File: config.mk
export PLATFORM = sky130hd
export DESIGN_NAME = ex_divider
export DESIGN_NICKNAME = d
export VERILOG_FILES = /design/src/rtl/ex_divider_pkg.sv /design/src/rtl/ex_divider_step.sv /design/src/rtl/ex_divider.sv
export SDC_FILE = /design/constraint.sdc
export NUM_CORES = 1
export LEC_CHECK = 0
export CAP_MARGIN = 20
export CORE_ASPECT_RATIO = 0.8
export CORE_MARGIN = 5
export CORE_UTILIZATION = 52
export CTS_CLUSTER_DIAMETER = 30
export DETAILED_ROUTE_END_ITERATION = 6
export GPL_ROUTABILITY_DRIVEN = 0
export HOLD_SLACK_MARGIN = 0.15
export MAX_ROUTING_LAYER = met4
export PLACE_DENSITY = 0.83
export SKIP_LAST_GASP = 1
export SYNTH_ARGS = -nofsm -noshare
export SYNTH_HDL_FRONTEND = slang
export SYNTH_HIERARCHICAL = 1
export SYNTH_SLANG_ARGS = --single-unit
export TNS_END_PERCENT = 1
File: constraint.sdc
create_clock -name clk -period 4.45 [get_ports clk]
set_clock_uncertainty 0.15 [all_clocks]
set_input_delay 0.6675 -clock clk [delete_from_list [all_inputs] [get_ports clk]]
set_output_delay 0.6675 -clock clk [all_outputs]
set_load 0.03 [all_outputs]
File: src/rtl/ex_divider_pkg.sv
// ex_divider_pkg: shared execute-stage constants and types for the multi-cycle divider
package ex_divider_pkg;
    localparam int DIV_WIDTH = 32;
    localparam logic [4:0] ALU_DIV  = 5'b10010;
    localparam logic [4:0] ALU_DIVU = 5'b10011;
    typedef enum logic [1:0] {IDLE = 2'd0, BUSY = 2'd1, DONE = 2'd2} div_state_e;
endpackage

File: src/rtl/ex_divider_step.sv
// ex_divider_step: one restoring-division iteration (shift, compare, conditional subtract)
module ex_divider_step #(
    parameter int WIDTH = 32
) (
    input  logic [WIDTH-1:0] rem_i,
    input  logic [WIDTH-1:0] dvd_i,
    input  logic [WIDTH-1:0] dvs_i,
    output logic [WIDTH-1:0] rem_o,
    output logic [WIDTH-1:0] dvd_o
);
    logic [WIDTH:0] rem_sh;
    logic           ge;
    assign rem_sh = {rem_i, dvd_i[WIDTH-1]};
    assign ge     = rem_sh >= {1'b0, dvs_i};
    // the true difference is below the divisor, so it always fits in WIDTH bits
    assign rem_o  = ge ? rem_sh[WIDTH-1:0] - dvs_i : rem_sh[WIDTH-1:0];
    assign dvd_o  = {dvd_i[WIDTH-2:0], ge};
endmodule

File: src/rtl/ex_divider.sv
// ex_divider: radix-2 restoring DIV/DIVU unit for EX; stalls the pipe while busy,
// delivers quotient (LO) and remainder (HI) with a one-cycle done pulse.
module ex_divider
    import ex_divider_pkg::*;
#(
    parameter int WIDTH = DIV_WIDTH
) (
    input  logic             clk,
    input  logic             rst,
    input  logic             start,
    input  logic             signed_div,
    input  logic [WIDTH-1:0] opa,
    input  logic [WIDTH-1:0] opb,
    input  logic             cancel,
    output logic             stall_req,
    output logic             done,
    output logic [WIDTH-1:0] quotient,
    output logic [WIDTH-1:0] remainder
);
    localparam int CW = $clog2(WIDTH + 1);

    div_state_e       state_q, state_d;
    logic [WIDTH-1:0] dvd_q, dvd_d, rem_q, rem_d, dvs_q, dvs_d;
    logic [WIDTH-1:0] quo_q, quo_d, rmd_q, rmd_d;
    logic [WIDTH-1:0] step_dvd, step_rem, q_fix, r_fix;
    logic [CW-1:0]    cnt_q, cnt_d;
    logic             negq_q, negq_d, negr_q, negr_d, dz_q, dz_d;

    ex_divider_step #(.WIDTH(WIDTH)) u_step (
        .rem_i(rem_q),
        .dvd_i(dvd_q),
        .dvs_i(dvs_q),
        .rem_o(step_rem),
        .dvd_o(step_dvd)
    );

    // divide-by-zero leaves |opa| in the accumulator, so the remainder fix-up restores opa
    assign q_fix = dz_q ? '1 : (negq_q ? -step_dvd : step_dvd);
    assign r_fix = negr_q ? -step_rem : step_rem;

    assign stall_req = (state_q == IDLE && start && !cancel) || state_q == BUSY;
    assign done      = state_q == DONE && !cancel;
    assign quotient  = quo_q;
    assign remainder = rmd_q;

    always_comb begin
        state_d = state_q;
        dvd_d   = dvd_q;
        rem_d   = rem_q;
        dvs_d   = dvs_q;
        cnt_d   = cnt_q;
        negq_d  = negq_q;
        negr_d  = negr_q;
        dz_d    = dz_q;
        quo_d   = quo_q;
        rmd_d   = rmd_q;
        if (cancel) begin
            state_d = IDLE;
        end else begin
            case (state_q)
                IDLE: if (start) begin
                    state_d = BUSY;
                    dvd_d   = (signed_div && opa[WIDTH-1]) ? -opa : opa;
                    dvs_d   = (signed_div && opb[WIDTH-1]) ? -opb : opb;
                    rem_d   = '0;
                    cnt_d   = CW'(WIDTH);
                    negq_d  = signed_div && (opa[WIDTH-1] ^ opb[WIDTH-1]);
                    negr_d  = signed_div && opa[WIDTH-1];
                    dz_d    = opb == '0;
                end
                BUSY: begin
                    dvd_d = step_dvd;
                    rem_d = step_rem;
                    cnt_d = cnt_q - CW'(1);
                    if (cnt_q == CW'(1)) begin
                        state_d = DONE;
                        quo_d   = q_fix;
                        rmd_d   = r_fix;
                    end
                end
                DONE:    state_d = IDLE;
                default: state_d = IDLE;
            endcase
        end
    end

    always_ff @(posedge clk or negedge rst) begin
        if (!rst) begin
            state_q <= IDLE;
            dvd_q   <= '0;
            rem_q   <= '0;
            dvs_q   <= '0;
            cnt_q   <= '0;
            negq_q  <= 1'b0;
            negr_q  <= 1'b0;
            dz_q    <= 1'b0;
            quo_q   <= '0;
            rmd_q   <= '0;
        end else begin
            state_q <= state_d;
            dvd_q   <= dvd_d;
            rem_q   <= rem_d;
            dvs_q   <= dvs_d;
            cnt_q   <= cnt_d;
            negq_q  <= negq_d;
            negr_q  <= negr_d;
            dz_q    <= dz_d;
            quo_q   <= quo_d;
            rmd_q   <= rmd_d;
        end
    end
endmodule

==> metrics, run 1 <==
outcome=finished, final reports clean; Total GRT Usage=0.2684; Ys Warns=6; final wirelength=35.48 mm; largest net degree at the start of global routing=99; post-synth cell types=72; share of the synthesized area in the top cell type=0.3536; setup_tns=0 ns; Worst slew margin=0.1653; commonest non-fill, non-tap cells in the layout=207 x nand2_1, 170 x dfrtp_1, 133 x clkdlybuf4s50_1; die area=about 26000 sq um; Core Area=between 20000 and 25000 sq um; Final Setup Violations=0; Synth Instances=approximately 1500; area delta synth->final=21.37%; VDD IR-drop max=0.3304 mV; TritonCTS Buffers=17; P_leak=6.184 nW; Yosys reg bits=171; total power=around 0.0094 W; GR Overflow Total=0; Worst Hold Class=in -> async; Placed Cells=roughly 1900; Max-cap violations=0; clock buffer depth=2; largest cells by area after synthesis=dfrtp_1 35%, nand2_1 6.5%, xor2_1 6.4%; Crit path required time=between 4 and 5 ns; Max Freq=225.7 MHz; first-pass GRT wire length=56.77 mm; Post-Syn Area per Cell=between 8 and 9 sq um; fin crit share=0.9956; critical path launch point type=flop; Post-Syn Area=12100 sq um; Arrival @ worst endpoint=about 4.5 ns; initial antenna violation count=0; RSZ-0062 raised after global routing=yes; Worst-path clk slew=around 0.07 ns; TritonCTS clock tree=yes; number of global-route vias before repair=~11000; Final Hold Fails=0; post-route ant nets=0; share of layout cells above drive strength 1=0.1205; main flop type after synthesis=dfrtp_1; WHS=0.1992 ns; Post-Syn Nets=about 1600; Pwr Density=637.3 nW/um^2; via/cell ratio=between 6 and 7; root buf cell=clkbuf_16; Worst setup EP type=flop; hold buffers post-CTS=0; first-pass detailed-route iteration total=5; Chip Width=~180 um; row count=50; Top Ports=around 140; async set or reset register ratio after synthesis=1.000; critical-path maximum fanout=12; sequential area share after synthesis=0.3536; number of flops mapped to enable cells by yosys=0; H-tree Lvls=4; most common library cell in the layout ignoring fill and taps=nand2_1; insertion delay to the later sink of the worst-skew pair=0.43 ns; Slew Viols, Final=0; largest area contributor in the netlist=dfrtp_1; post-DP HPWL=26.56 mm; Chip Height=146.5 um; Layout fillers=1866; CTS Sinks=roughly 170; final non-filler cell total=1898; final net count=roughly 1700; Setup CP Type=reg -> reg; WL per Instance=18.69 um; min cycle time layout=between 4 and 5 ns; Initial Util=0.5229; Worst Max-Slew Pin Slew=roughly 1.3 ns; vias=~12000; DRT iter0 DRCs=~1600; DRC Markers=0; # port buffers=~130
## where the power goes
part           switching, W  total, W  internal [W]
clock              0.000650   0.00150      0.000847
combinational       0.00307   0.00535       0.00228
sequential         0.000468   0.00251       0.00205
total               0.00418   0.00936       0.00518
## repair_timing
action | in CTS | in global routing
gates resized for setup | 4 | 35
pin swaps | 1 | 7
setup buffers | 0 | 6
cloned | 0 | 0
setup endpoints to repair | 18 | 24
## flip-flops by register name (all words and copies together), names as in the netlist, 2 cells and up
register / flops
state_q: 2
cnt_q: 6
quotient: 32
dvs_q: 32
remainder: 32
dvd_q: 32
rem_q: 32
## metal layers
metal,track usage,share of wire,wire [um],vias up
li1,-,-,-,5379
met1,0.4136,0.47,16760,5443
met2,0.3636,0.41,14550,651
met3,0.05305,0.11,3735,40
met4,0.05745,0.012,436,0
met5,-,0,0,-
## path summary, 6_finish.rpt
kind,startpoint,to,slack [ns],depth (start not counted)
max in group asynchronous,rst,dvd_q[18],3.00,2
setup / recovery,rem_q[6],remainder[27],0.02,18
min in group clk,remainder[3],remainder[3],0.33,2
hold / removal,rst,dvs_q[14],0.20,1
setup reg to reg,rem_q[6],remainder[27],0.02,18
hold reg to reg,remainder[3],remainder[3],0.33,2
## stage by stage
step / setup WS (ns) / cell area (sq um) / util
floorplan: -0.1185 / 12140 / -
CTS: -0.06770 / 14440 / 0.6237
finish: 0.01959 / 14690 / 0.6346
global route: -0.1444 / 14690 / 0.6345
detailed placement: -0.2008 / 13830 / 0.5974
global placement: -0.06486 / 13830 / 0.5974
## final cells by class
class	count	area (sq um)	area share
repair buffers	208	1909	0.1300
well taps	312	390.4	0.02658
flip-flops and latches	171	4280	0.2914
clock buffers	19	442.9	0.03015
diodes	1	2.502	0.0001704
inverters	57	216.5	0.01474
multi-input cells	1117	7308	0.4975
clock inverters	13	138.9	0.009455
## worst max-delay path, cell delays in order (launching register included)
cell,delay (ns)
dfrtp_2,0.44
ha_4,0.27
a21oi_2,0.14
a211oi_1,0.09
or3_4,0.39
nor4b_4,0.36
o21ai_2,0.12
a31oi_4,0.21
o21a_4,0.16
inv_4,0.06
buf_8,0.16
mux2_2,0.32
nor4_4,0.30
buf_4,0.18
nand4_1,0.08
buf_4,0.18
o31ai_1,0.35
xor2_1,0.18
o21ai_0,0.10
## cell usage after synthesis, types with 19 or more instances
master      n
o21ai_0   128
nor3_1     43
or3_1      19
a21oi_1    78
inv_1      56
nor4_1     21
buf_4      32
nand3_1    19
nand4_1    20
dfrtp_1   171
ha_1       38
clkbuf_1   69
o41ai_1    26
xor2_1     88
nor2_1    115
mux2_2     20
a31oi_1    28
nand2_1   208
o31ai_1    36
xnor2_1    52
## cell families after synthesis
group,count (synthesis),synth area share
muxes,44,0.04218
xor gates and xnor gates,140,0.1013
buffers and inverters,167,0.06410
and+or+nand+nor,518,0.2019
adders and majority gates,39,0.04094
AOI/OAI and AO/OA,376,0.1960
DFF,171,0.3536
No activity file was read; power rests on OpenSTA's default activity.
==> run 2, diff against run 1 <==
--- a/config.mk
+++ b/config.mk
@@ -9,7 +9,7 @@
 export CORE_ASPECT_RATIO = 0.8
 export CORE_MARGIN = 5
 export CORE_UTILIZATION = 52
-export CTS_CLUSTER_DIAMETER = 30
+export CTS_CLUSTER_DIAMETER = 100
 export DETAILED_ROUTE_END_ITERATION = 6
 export GPL_ROUTABILITY_DRIVEN = 0
 export HOLD_SLACK_MARGIN = 0.15
==> results of run 2 <==
No change in the layout: final DEF, timing and power equal those of run 1.
